===== src/rtl/nes_poll_sequencer.sv =====
// Two-pad NES controller poll sequencer: drives the shared latch/pulse lines from
// the system clock, samples both serial data lines in parallel and publishes a snapshot.
module nes_poll_sequencer #(
  parameter int TICK_DIV = 300
) (
  input  logic       clk,
  input  logic       rst_n,
  input  logic       start,
  input  logic       data_p1,
  input  logic       data_p2,
  output logic       latch_out,
  output logic       pulse_out,
  output logic       busy,
  output logic       valid,
  output logic       overrun,
  output logic [7:0] buttons_p1,
  output logic [7:0] buttons_p2,
  output logic [7:0] pressed_p1,
  output logic [7:0] pressed_p2
);

  typedef enum logic [1:0] {
    IDLE     = 2'd0,
    LATCH    = 2'd1,
    SHIFT_LO = 2'd2,
    PULSE_HI = 2'd3
  } state_t;

  localparam logic [15:0] LAST_TICK = 16'(TICK_DIV - 1);

  state_t      state;
  state_t      state_nxt;
  logic        start_q;
  logic        start_edge;
  logic        pad1_sync_p0;
  logic        pad1_sync_p1;
  logic        pad2_sync_p0;
  logic        pad2_sync_p1;
  logic [15:0] phase_cnt;
  logic        period_end;
  logic        latch_half;
  logic [2:0]  bit_idx;
  logic [7:0]  shift_p1;
  logic [7:0]  shift_p2;
  logic [7:0]  asm_p1;
  logic [7:0]  asm_p2;
  logic        sample;
  logic        commit;
  logic        latch_nxt;
  logic        pulse_nxt;
  logic        busy_nxt;
  logic        overrun_nxt;

  // Input conditioning: idle data lines read as released; start edge detect.
  always_ff @(posedge clk or negedge rst_n) begin
    if (!rst_n) begin
      pad1_sync_p0 <= 1'b1;
      pad1_sync_p1 <= 1'b1;
      pad2_sync_p0 <= 1'b1;
      pad2_sync_p1 <= 1'b1;
      start_q      <= 1'b0;
    end else begin
      pad1_sync_p0 <= data_p1;
      pad1_sync_p1 <= pad1_sync_p0;
      pad2_sync_p0 <= data_p2;
      pad2_sync_p1 <= pad2_sync_p0;
      start_q      <= start;
    end
  end

  assign start_edge = start & ~start_q;
  assign period_end = (phase_cnt == LAST_TICK);

  always_ff @(posedge clk or negedge rst_n) begin
    if (!rst_n) begin
      state <= IDLE;
    end else begin
      state <= state_nxt;
    end
  end

  always_comb begin
    state_nxt = state;
    case (state)
      IDLE:     if (start_edge) state_nxt = LATCH;
      LATCH:    if (period_end && latch_half) state_nxt = SHIFT_LO;
      SHIFT_LO: if (period_end) state_nxt = (bit_idx == 3'd7) ? IDLE : PULSE_HI;
      PULSE_HI: if (period_end) state_nxt = SHIFT_LO;
      default:  state_nxt = IDLE;
    endcase
  end

  // Next values of the registered outputs, derived from the upcoming state.
  always_comb begin
    latch_nxt   = (state_nxt == LATCH);
    pulse_nxt   = (state_nxt == PULSE_HI);
    busy_nxt    = (state_nxt != IDLE);
    sample      = (state == SHIFT_LO) && period_end;
    commit      = sample && (bit_idx == 3'd7);
    overrun_nxt = start_edge && (state != IDLE);
  end

  // Phase counter restarts on every period end and every state change.
  always_ff @(posedge clk or negedge rst_n) begin
    if (!rst_n) begin
      phase_cnt  <= 16'd0;
      latch_half <= 1'b0;
      bit_idx    <= 3'd0;
    end else begin
      if ((state == IDLE) || (state_nxt != state) || period_end) begin
        phase_cnt <= 16'd0;
      end else begin
        phase_cnt <= phase_cnt + 16'd1;
      end
      if (state != LATCH) begin
        latch_half <= 1'b0;
      end else if (period_end) begin
        latch_half <= ~latch_half;
      end
      if (state == LATCH) begin
        bit_idx <= 3'd0;
      end else if ((state == PULSE_HI) && period_end) begin
        bit_idx <= bit_idx + 3'd1;
      end
    end
  end

  // First bit (A) lands in bit 7; the final sample is folded in before commit.
  always_comb begin
    asm_p1 = shift_p1;
    asm_p2 = shift_p2;
    if (sample) begin
      asm_p1[3'd7 - bit_idx] = ~pad1_sync_p1;
      asm_p2[3'd7 - bit_idx] = ~pad2_sync_p1;
    end
  end

  always_ff @(posedge clk) begin
    if (sample) begin
      shift_p1 <= asm_p1;
      shift_p2 <= asm_p2;
    end
  end

  always_ff @(posedge clk or negedge rst_n) begin
    if (!rst_n) begin
      latch_out  <= 1'b0;
      pulse_out  <= 1'b0;
      busy       <= 1'b0;
      valid      <= 1'b0;
      overrun    <= 1'b0;
      buttons_p1 <= 8'h00;
      buttons_p2 <= 8'h00;
      pressed_p1 <= 8'h00;
      pressed_p2 <= 8'h00;
    end else begin
      latch_out <= latch_nxt;
      pulse_out <= pulse_nxt;
      busy      <= busy_nxt;
      valid     <= commit;
      overrun   <= overrun_nxt;
      if (commit) begin
        buttons_p1 <= asm_p1;
        buttons_p2 <= asm_p2;
        pressed_p1 <= asm_p1 & ~buttons_p1;
        pressed_p2 <= asm_p2 & ~buttons_p2;
      end
    end
  end

endmodule

===== config.mk =====
export PLATFORM = sky130hd
export DESIGN_NAME = nes_poll_sequencer
export DESIGN_NICKNAME = d
export VERILOG_FILES = /design/src/rtl/nes_poll_sequencer.sv
export SDC_FILE = /design/constraint.sdc
export NUM_CORES = 1
export LEC_CHECK = 0
export ABC_AREA = 0
export CAP_MARGIN = 10
export CORE_MARGIN = 3
export CORE_UTILIZATION = 35
export DETAILED_ROUTE_END_ITERATION = 6
export HOLD_SLACK_MARGIN = 0.1
export PLACE_DENSITY = 0.59
export SETUP_SLACK_MARGIN = 0.4
export SYNTH_ARGS = -nofsm -noshare
export SYNTH_HDL_FRONTEND = slang
export SYNTH_SLANG_ARGS = --single-unit

===== constraint.sdc =====
create_clock -name clk -period 7.7 [get_ports clk]
set_input_delay 1.54 -clock clk [delete_from_list [all_inputs] [get_ports clk]]
set_output_delay 1.54 -clock clk [all_outputs]
set_load 0.01 [all_outputs]

After elaboration in Yosys (flattened, before gate mapping)
Index checks and enable logic that the tools add are counted.
Cells by class
  $add $sub $neg: 3
  order comparisons: 2
  eq/ne operators: 9
  mux-type cells: 17
  bitwise operators: 9
  reduce and logical (&&, ||, !) cells: 13
Operators by type and width (number)
  16-bit by 1-bit adder with 16-bit output, second input constant: 1
  8-bit bitwise AND: 2
  8-bit bitwise mux: 2
  16-bit by 9-bit equality test with 1-bit output, second input constant: 1
  16-bit 2-to-1 mux: 1
  8-bit 2-to-1 mux: 2
  8-bit inverter: 2
  2-bit 2-to-1 mux: 5
  2-bit one-hot mux with 4 select lines: 1
  2-bit nonzero test: 4
  2-bit equality test, second input constant: 3
  1-bit logical AND: 6
  3-bit 2-to-1 mux: 2
  2-bit by 1-bit equality test with 1-bit output, second input constant: 2
  3-bit by 4-bit < comparator with 1-bit output, second input constant: 1
  1-bit inverter: 4
  3-bit by 1-bit adder with 3-bit output, second input constant: 1
  1-bit demux with 3-bit select: 1
  3-bit equality test, second input constant: 1
  3-bit by 1-bit greater-or-equal comparator with 1-bit output, second input constant: 1
  1-bit 2-to-1 mux: 3
  3-bit subtractor, first input constant: 1
  2-bit zero test: 1
  1-bit logical OR: 2
  3 further kinds: 3
Word-level totals
  bits in registers: 80
  bits of input ports: 5
  output and inout bits: 37
  logic and storage cells: 73

Depth between registers and ports, before layout
Gate-level depths: netlist (run 1).
  word-level depth: 8
  mapped depth: 8
  mapped depth without buffers: 7

Worst setup path before layout (run 1)
OpenSTA, ideal clock, no wires.
  kind: reg2reg
  start: register phase_cnt[11]
  end: register shift_p1[0] (enable)
  setup time: 390 ps
  arrival time: 2289 ps
  data required time: 7310 ps
  setup slack: 5021 ps
  stages on the path, launching flop included: 6
  path buffers: 2
  period minus slack after synthesis: 2679 ps
  path through: dfrtp_1 -> or4_1 -> buf_2 -> or3_4 -> buf_6 -> nor2_1
Between the ends
  longest elaborated chain between the ends: 2
Ends and longest elaborated chain
  start, declared: RTL line 39  | logic [15:0] phase_cnt;
  start signal, assigned: RTL line 113  | phase_cnt <= phase_cnt + 16'd1;
  16-bit by 9-bit equality test with 1-bit output: RTL line 72  | assign period_end = (phase_cnt == LAST_TICK);
  1-bit logical AND: RTL line 98  | sample = (state == SHIFT_LO) && period_end;
  via sample: RTL line 47  | logic sample;
  end signal, assigned: RTL line 140  | shift_p1 <= asm_p1;
  end, declared: RTL line 43  | logic [7:0] shift_p1;
The timed path passes the listed nets, and every way through them passes these cells.
A chain may end at the register's enable or synchronous reset.

Worst setup path after layout (run 1)
  start: register phase_cnt[9]
  end: register buttons_p2[6]
Between the ends
  longest elaborated chain between the ends: 3
  elaborated cells on any way between the ends: 4
  classes of those cells: eq/ne (1); mux (1); reduce/logical (2)
Ends and longest elaborated chain
  16-bit by 9-bit equality test with 1-bit output: RTL line 72
  1-bit logical AND: RTL line 98
  1-bit logical AND: RTL line 99  | commit = sample && (bit_idx == 3'd7);
  via commit: RTL line 48  | logic commit;
  end signal, assigned: RTL line 164  | buttons_p2 <= asm_p2;
  end, declared: RTL line 17  | output logic [7:0] buttons_p2,
The timed path passes the listed nets, and every way through them passes these cells.

==> impl_metrics.py, run 1 <==
metrics = {
    "power": {
        "max-vdd-ir-drop_uv": 106,
        "p_switching_w": 0.000216,
        "pwr-share-comb": 0.069,
        "intPower_w": 0.000704,
        "leakage_nw": 1.69,
        "swShare": 0.235,
        "power_density_nw_per_um2": 216,
        "total_power_w": 0.000920,
        "clock_power_share": 0.413,
        "power_frac_seq": 0.518,
    },
    "synth": {
        "ys_seq_area_frac": 0.598,
        "synthTopCellsByCount": "60 x dfrtp_1, 38 x nor2_1, 37 x nand2_1",
        "yosys-top-cells-area": "dfrtp_1 43%, edfxtp_1 14%, nor2_1 4.1%",
        "synth_most_common_cell": "dfrtp_1",
        "ys_types": 43,
        "syn_avg_cell_area_um2": 10.8,
        "postSynthCellCount": 324,
        "yosysWarnings": 0,
        "async_reset_ff_frac": 0.800,
        "synthesis.nets": 332,
        "synthFlopType": "dfrtp_1",
        "netlist_area_um2": 3490,
        "synth_top_cell_by_area": "dfrtp_1",
        "ys_ff_latch": 80,
        "synth_edf_count": 16,
        "yosysTopAreaCellShare": 0.431,
    },
    "critical_path": {
        "cp-start-kind": "flop",
        "critical_path_class": "flop to flop",
        "path_delay_family": "simple AND/OR/NAND/NOR gates",
        "crit_required_ns": 7.94,
        "cpPeakStageDelay_ns": 0.87,
        "cp.arrival_ns": 3.68,
        "cp_slowest_cell": "nand3_2",
        "worstPathCellList": "or4_4 -> nor3_1 -> nand3_2 -> clkinv_1 -> mux2_2",
        "path_buf_inv": 1,
        "crit_fanout": 55,
        "cp-end-kind": "flop",
    },
    "sta": {
        "slew_violations": 0,
        "rsz0062_at_grt": "false",
        "tightest_slew_ns": 1.09,
        "period_minus_slack_ns": 3.44,
        "post-route-period-util": 0.447,
        "finalHoldViolCount": 0,
        "fmax_mhz": 291,
        "fin_ws_ns": 4.26,
        "finalSetupTns_ns": 0,
        "fin_skew_ns": 0.0124,
        "slew_headroom": 0.267,
        "finalSetupViolations": 0,
    },
    "placed_design": {
        "io_buffers": 41,
        "gp_congestion": 0.788,
        "pre_cts_ws_ns": 4.24,
        "hpwlAfterDp_um": 4620,
    },
    "die": {
        "coreArea_um2": 9460,
        "ios": 42,
        "die_y_um": 106,
        "core.rowCount": 35,
        "initial_core_util": 0.369,
        "dieArea_um2": 11200,
        "die_w_um": 106,
    },
    "routing": {
        "wl_um": 6790,
        "post_drt_wl_per_cell_um": 13.7,
        "vias_per_cell": 4.95,
        "dr.pass1.iters": 4,
        "vias": 2462,
        "ant_nets": 0,
        "drc": 0,
        "drtIter0Drc": 142,
    },
    "run": {
        "drv_cap": 0,
    },
    "grt": {
        "grt_first_pass_wirelength_um": 11600,
        "use_met2": 0.176,
        "grt_pass1_vias": 2356,
        "grt-ovfl-total": 0,
        "grtUsageTotal": 0.129,
        "antenna_found_initial": 0,
        "grt_use_met3": 0.0300,
        "use_met1": 0.190,
        "grt.busiest_layer": "met1",
        "grt_max_degree": 65,
    },
    "cells_and_area": {
        "antenna_cells": 0,
        "synthToLayoutAreaGrowth_pct": 22.2,
        "drive_above_1_share": 0.106,
        "nNetsFinal": 371,
    },
    "clock_network": {
        "cts-resized-gates": 0,
        "cts_buffers": 9,
        "clockBufferDepth": 2,
        "clkSinkCount": 80,
        "path_clk_slew_ns": 0.08,
        "cts-root-buf": "clkbuf_8",
        "cts_max_level": 3,
        "clock_latency_ns": 0.35,
        "cts_tree": "yes",
        "postCtsHoldBufs": 0,
        "postCtsSetupBuffers": 0,
    },
    "run_status": {
        "run_status": "complete, no violations",
    },
    "worst_hold_path": {
        "hold_class": "flop to flop",
    },
}
[kinds of logic after synthesis]
kind of cell | after synthesis | share of synthesized area
AND/OR/NAND/NOR | 123 | 0.174
flip-flops | 80 | 0.598
AO/OA/AOI/OAI | 62 | 0.127
buffers and inverters | 38 | 0.0434
XOR/XNOR | 15 | 0.0377
multiplexers | 3 | 0.00933
adder cells (fa/ha/maj) | 3 | 0.0108
[stage by stage]
step / instances / util / hold slack (ns) / cell area [um2]
3_5_place_dp: 481 / 0.424 / 0.350 / 4010
5_1_grt: 497 / 0.450 / 0.369 / 4260
6_report: 497 / 0.450 / 0.362 / 4260
4_1_cts: 497 / 0.450 / 0.362 / 4260
3_3_place_gp: 481 / 0.424 / 0.346 / 4010
2_1_floorplan: 324 / - / 0.345 / 3490
[placed cells by master, fill, tap and decap left out, types with 3 or more instances in the layout]
cell / n
dfstp_2: 4
or4_4: 3
nand4_1: 11
dfrtp_1: 60
and3_1: 3
a31oi_1: 4
clkdlybuf4s50_1: 40
clkbuf_8: 10
nand2b_1: 3
nand3_1: 8
a22oi_1: 6
nand2_1: 37
o21ai_1: 4
xor2_1: 11
o31ai_1: 14
nor2_1: 38
nor3_1: 8
xnor2_1: 4
a22oi_2: 4
a21oi_1: 10
o21ai_0: 9
inv_1: 22
o221ai_1: 3
ha_1: 3
edfxtp_1: 16
bufinv_16: 3
[power by group through the flow]
stage	Combinational (W)	Clock, W	Sequential (W)
final	0.0000639	0.000380	0.000476
after global routing	0.0000739	0.000405	0.000480
after CTS	0.0000653	0.000391	0.000476
after detailed placement	0.0000647	0	0.000484
after global placement	0.0000650	0	0.000484
after floorplan	0.0000495	0	0.000478
[layer usage]
metal	part of all wire	vias up	wire length [um]
met1	0.51	1180	3470
met3	0.048	8	328
met2	0.42	48	2880
li1	-	1226	-
met5	0	-	0
met4	0.017	0	116
[worst paths after layout]
kind / start / to / slack (ns) / depth (start not counted)
hold / removal: pad1_sync_p0 / pad1_sync_p1 / 0.36 / 0
setup reg to reg: phase_cnt[9] / buttons_p2[6] / 4.26 / 5
hold reg to reg: pad1_sync_p0 / pad1_sync_p1 / 0.36 / 0
setup / recovery: phase_cnt[9] / buttons_p2[6] / 4.26 / 5
min in group asynchronous: rst_n / phase_cnt[8] / 1.35 / 2
max in group asynchronous: rst_n / busy / 5.79 / 2
[registers in the layout, indices dropped and copies added (netlist names), 2 cells and up]
register	flops
pressed_p1	8
buttons_p2	8
phase_cnt	16
shift_p1	8
pressed_p2	8
bit_idx	3
shift_p2	8
state	2
buttons_p1	8
[area by class of cell]
type,instances,area (um2)
Multi-Input combinational cell,206,1250
Timing Repair Buffer,43,420
Sequential cell,80,2090
Tap cell,129,161
Fill cell,899,5200
Inverter,23,86.3
Clock buffer,10,138
Clock inverter,6,114
Note: power is estimated with default switching activity, not from simulation.
==> run 2, diff against run 1 <==
--- a/config.mk
+++ b/config.mk
@@ -11,7 +11,7 @@
 export CORE_UTILIZATION = 35
 export DETAILED_ROUTE_END_ITERATION = 6
 export HOLD_SLACK_MARGIN = 0.1
-export PLACE_DENSITY = 0.59
+export PLACE_DENSITY = 0.61
 export SETUP_SLACK_MARGIN = 0.4
 export SYNTH_ARGS = -nofsm -noshare
 export SYNTH_HDL_FRONTEND = slang
==> constraint.sdc (replaced) <==
create_clock -name clk -period 3 [get_ports clk]
set_input_delay 0.6 -clock clk [delete_from_list [all_inputs] [get_ports clk]]
set_output_delay 0.6 -clock clk [all_outputs]
set_load 0.01 [all_outputs]
==> impl_metrics.py, run 2 (synthesis gave the netlist of run 1 again) <==
metrics = {
    "run_status": {
        "run_status": "complete, no violations",
    },
    "routing": {
        "drtIter0Drc": 254,
        "vias_per_cell": 5.09,
        "wl_um": 6990,
        "ant_nets": 0,
        "post_drt_wl_per_cell_um": 13.9,
        "drc": 0,
        "vias": 2559,
        "dr.pass1.iters": 5,
    },
    "critical_path": {
        "cpPeakStageDelay_ns": 0.59,
        "crit_required_ns": 3.10,
        "cp-startpoint": "phase_cnt[11]",
        "worstPathCellList": "or4_4 -> or3_4 -> or4_4 -> a22oi_2 -> inv_1",
        "endpoint": "shift_p1[1]",
        "cp_slowest_cell": "or4_4",
        "worstSetupPathDepth": 5,
        "path_delay_family": "simple AND/OR/NAND/NOR gates",
        "r2r_end": "shift_p1[1]",
        "worstRegToRegCells": 5,
        "critical_path_class": "flop to flop",
        "path_buf_inv": 1,
        "path_common_cell": "or4_4",
        "cp-end-kind": "flop",
        "cp-start-kind": "flop",
        "cp.arrival_ns": 2.64,
        "rr_startpoint": "phase_cnt[11]",
        "crit_fanout": 8,
        "reg2reg_slack_ns": 0.47,
    },
    "die": {
        "core.rowCount": 35,
        "ios": 42,
        "coreArea_um2": 9460,
        "initial_core_util": 0.369,
        "die_y_um": 106,
        "dieArea_um2": 11200,
        "die_w_um": 106,
    },
    "cells_and_area": {
        "nNetsFinal": 377,
        "top_register": "phase_cnt",
        "mostFrequentLayoutCell": "dfrtp_1",
        "synthToLayoutAreaGrowth_pct": 23.0,
        "antenna_cells": 0,
        "fin_util": 0.453,
        "drive_above_1_share": 0.131,
        "largest_reg_flops": 16,
        "layout_common_cells": "60 x dfrtp_1, 40 x clkdlybuf4s50_1, 37 x nor2_1, 37 x nand2_1, 22 x inv_1",
    },
    "sta": {
        "period_minus_slack_ns": 2.53,
        "tightest_slew_ns": 0.656,
        "fmax_mhz": 395,
        "post-route-period-util": 0.844,
        "slew_headroom": 0.563,
        "rsz0062_at_grt": "false",
        "fin_skew_ns": 0.0145,
        "finalHoldViolCount": 0,
        "slew_violations": 0,
        "hold_slack_ns": 0.284,
        "finalSetupTns_ns": 0,
        "finalSetupViolations": 0,
    },
    "grt": {
        "grt_pass1_vias": 2454,
        "antenna_found_initial": 0,
        "grt_max_degree": 38,
        "grt-ovfl-total": 0,
        "grtUsageTotal": 0.135,
        "grt_first_pass_wirelength_um": 12100,
    },
    "placed_design": {
        "hpwlAfterDp_um": 4950,
        "gp_congestion": 0.788,
        "io_buffers": 41,
    },
    "clock_network": {
        "path_clk_slew_ns": 0.09,
        "cts_max_level": 3,
        "cts_buffers": 9,
        "clock_latency_ns": 0.35,
        "cts-root-buf": "clkbuf_8",
        "cts_tree": "yes",
        "clockBufferDepth": 2,
        "clkSinkCount": 80,
    },
    "power": {
        "max-vdd-ir-drop_uv": 192,
        "power_density_nw_per_um2": 512,
        "leakage_nw": 1.71,
    },
    "worst_hold_path": {
        "hold_class": "input port to asynchronous set/reset pin",
    },
    "run": {
        "drv_cap": 0,
    },
}
## run 2: worst min path at each step
stage | end | slack [ns] | cells after the start | startpoint
after floorplan | bit_idx[0] | 0.30 | 0 | rst_n
after global placement | pad2_sync_p1 | 0.35 | 0 | pad2_sync_p0
after detailed placement | pad2_sync_p1 | 0.35 | 0 | pad2_sync_p0
after CTS | phase_cnt[6] | 0.29 | 1 | rst_n
after global routing | phase_cnt[6] | 0.32 | 1 | rst_n
final | phase_cnt[2] | 0.28 | 1 | rst_n
## run 2: worst register-to-register path, cell delays in order (launching register included)
cell	delay (ns)
dfrtp_1	0.41
or4_4	0.59
or3_4	0.47
or4_4	0.52
a22oi_2	0.24
inv_1	0.06
## run 2: area by class of cell
type                       count  area [um2]
fill                         904        5170
sequential                    80        2090
multi-input combinational    206        1270
timing repair buffer          49         478
tap                          129         161
clock buffer                   9         124
inverter                      23        86.3
clock inverter                 7        77.6
## run 2: per-layer routing
metal	up-vias	global-route usage	routed length, um
met3	6	0.0294	442
met2	75	0.189	3010
met4	0	0.0518	68
met1	1243	0.202	3470
met5	-	0	0
li1	1235	-	-
## run 2: what timing repair did
action | in CTS | in global routing
endpoints found under the setup margin | 1 | 30
hold buffers | 0 | 0
resized for setup | 1 | 4
buffers inserted | 0 | 0
cloned | 0 | 0
## run 2: per-stage QoR
step	power (W)	worst slack (ns)	area (um2)	cells
floorplan	0.00135	0.436	3490	324
global placement	0.00141	0.432	4070	487
detailed placement	0.00142	0.377	4070	487
CTS	0.00222	0.463	4270	503
global route	0.00231	0.414	4290	503
finish	0.00220	0.467	4290	503
## run 2: report_power, final
| group | switching, W | internal, W | total (W) |
|---|---|---|---|
| combinational | 0.0000939 | 0.0000773 | 0.000171 |
| sequential | 0.0000695 | 0.00116 | 0.00123 |
| clock | 0.000408 | 0.000392 | 0.000800 |
| total | 0.000571 | 0.00163 | 0.00220 |
==> run 3, diff against run 2 <==
==> constraint.sdc (replaced) <==
create_clock -name clk -period 2.3 [get_ports clk]
set_input_delay 0.46 -clock clk [delete_from_list [all_inputs] [get_ports clk]]
set_output_delay 0.46 -clock clk [all_outputs]
set_load 0.01 [all_outputs]
==> impl_metrics.py, run 3 (synthesis gave the netlist of run 1 again) <==
metrics = {
    "clock_network": {
        "clock_latency_ns": 0.36,
        "clockBufferDepth": 2,
        "path_clk_slew_ns": 0.08,
        "cts_buffers": 9,
        "cts-root-buf": "clkbuf_8",
        "cts_tree": "yes",
        "clkSinkCount": 80,
        "cts_max_level": 3,
    },
    "critical_path": {
        "cp-start-kind": "flop",
        "reg2reg_slack_ns": 0.02,
        "crit_required_ns": 2.41,
        "crit_fanout": 4,
        "r2r_end": "shift_p2[1]",
        "cp.arrival_ns": 2.39,
        "rr_startpoint": "phase_cnt[14]",
        "cp-end-kind": "flop",
        "critical_path_class": "flop to flop",
        "worstRegToRegCells": 5,
    },
    "power": {
        "power_density_nw_per_um2": 621,
        "p_switching_w": 0.000828,
        "max-vdd-ir-drop_uv": 269,
        "leakage_nw": 1.98,
        "intPower_w": 0.00225,
        "power_frac_seq": 0.509,
        "clock_power_share": 0.354,
        "pwr-share-comb": 0.136,
        "swShare": 0.269,
    },
    "grt": {
        "grt-ovfl-total": 0,
        "grt_pass1_vias": 2573,
        "grtUsageTotal": 0.142,
        "grt_first_pass_wirelength_um": 12700,
        "antenna_found_initial": 0,
        "grt_max_degree": 65,
    },
    "run_status": {
        "run_status": "complete, no violations",
    },
    "cells_and_area": {
        "nNetsFinal": 415,
        "synthToLayoutAreaGrowth_pct": 42.3,
        "antenna_cells": 0,
        "drive_above_1_share": 0.318,
        "layout_common_cells": "60 x dfrtp_1, 40 x clkdlybuf4s50_1, 37 x nand2_1",
        "top_register": "phase_cnt",
        "fin_cells": 541,
        "largest_reg_flops": 16,
        "mostFrequentLayoutCell": "dfrtp_1",
    },
    "routing": {
        "drc": 0,
        "wl_um": 7630,
        "dr.pass1.iters": 6,
        "ant_nets": 0,
        "vias": 2611,
        "drtIter0Drc": 73,
        "vias_per_cell": 4.83,
        "post_drt_wl_per_cell_um": 14.1,
    },
    "placed_design": {
        "pre_cts_ws_ns": -0.0396,
        "dp_cells": 514,
        "hpwlAfterDp_um": 5060,
        "gp_congestion": 0.836,
        "io_buffers": 41,
    },
    "worst_hold_path": {
        "hold_class": "input port to asynchronous set/reset pin",
    },
    "die": {
        "initial_core_util": 0.369,
        "ios": 42,
        "die_w_um": 106,
        "die_y_um": 106,
        "coreArea_um2": 9460,
        "dieArea_um2": 11200,
        "core.rowCount": 35,
    },
    "sta": {
        "period_minus_slack_ns": 2.28,
        "finalHoldViolCount": 0,
        "tightest_slew_ns": 0.641,
        "post-route-period-util": 0.991,
        "finalSetupViolations": 0,
        "fin_ws_ns": 0.0204,
        "slew_headroom": 0.571,
        "fmax_mhz": 439,
        "fin_skew_ns": 0.0123,
        "slew_violations": 0,
        "rsz0062_at_grt": "true",
    },
    "run": {
        "drv_cap": 0,
    },
}
-- run 3: cell types whose count changed in the layout (fill, tap and decap cells not counted), moves of 4 or more --
cell and change:
o31ai_1 -4, nor2_2 +7, a22oi_2 +6, o31ai_2 +4, o21ai_0 -5, o21ai_1 +4, nor2_4 +11, buf_6 +12
a21oi_1 -6, nor2_1 -18, buf_4 +24, a22oi_1 -6
-- run 3: power by group through the flow --
| stage | logic, W | registers, W | clock network [W] |
|---|---|---|---|
| after global placement | 0.000329 | 0.00159 | 0 |
| after detailed placement | 0.000338 | 0.00160 | 0 |
| final | 0.000420 | 0.00157 | 0.00109 |
| after CTS | 0.000358 | 0.00157 | 0.00112 |
| after floorplan | 0.000174 | 0.00160 | 0 |
| after global routing | 0.000462 | 0.00158 | 0.00118 |
-- run 3: worst max-delay path by stage --
| stage | from | to | slack (ns) | cells after the start |
|---|---|---|---|---|
| global placement | phase_cnt[15] | shift_p1[0] | 0.02 | 5 |
| finish | phase_cnt[14] | shift_p2[1] | 0.02 | 5 |
| detailed placement | phase_cnt[14] | shift_p1[0] | -0.04 | 5 |
| CTS | phase_cnt[14] | shift_p1[2] | 0.01 | 8 |
| floorplan | phase_cnt[14] | shift_p1[0] | -0.12 | 7 |
| global route | phase_cnt[14] | pressed_p1[3] | -0.06 | 7 |
-- run 3: metal layers --
| layer | track usage | share of wire | wire [um] |
|---|---|---|---|
| met5 | 0 | 0 | 0 |
| met4 | 0.0546 | 0.012 | 95 |
| met1 | 0.205 | 0.49 | 3760 |
| met3 | 0.0416 | 0.044 | 334 |
| met2 | 0.201 | 0.45 | 3440 |
-- run 3: layout make-up --
class                      count  area, um2
clock buffer                  10        138
clock inverter                 6       73.8
fill                         842       4500
inverter                      23       86.3
multi-input combinational    206       1590
sequential                    80       2090
tap                          129        161
timing repair buffer          87        828
-- run 3: critical path, stage by stage, from the launching register on --
cell	delay [ns]
dfrtp_1	0.39
or4_4	0.54
or3_4	0.38
or4_4	0.45
a22oi_2	0.20
inv_1	0.07
-- run 3: through the flow --
step | cell area [um2] | utilization | power (W) | hold slack [ns] | setup TNS [ns]
2_1_floorplan | 3530 | - | 0.00178 | 0.164 | -1.38
3_3_place_gp | 4280 | 0.453 | 0.00192 | 0.346 | 0
3_5_place_dp | 4280 | 0.453 | 0.00193 | 0.349 | -0.0580
4_1_cts | 4730 | 0.500 | 0.00305 | 0.104 | 0
5_1_grt | 4960 | 0.524 | 0.00322 | 0.126 | -0.401
6_report | 4960 | 0.524 | 0.00308 | 0.106 | 0
-- run 3: what timing repair did --
item / 4_1_cts / 5_1_grt
pin swaps: 27 / 25
resized for setup: 39 / 52
endpoints found under the setup margin: 89 / 90
hold buffers: 0 / 0
setup buffers: 6 / 3
cloned: 2 / 0
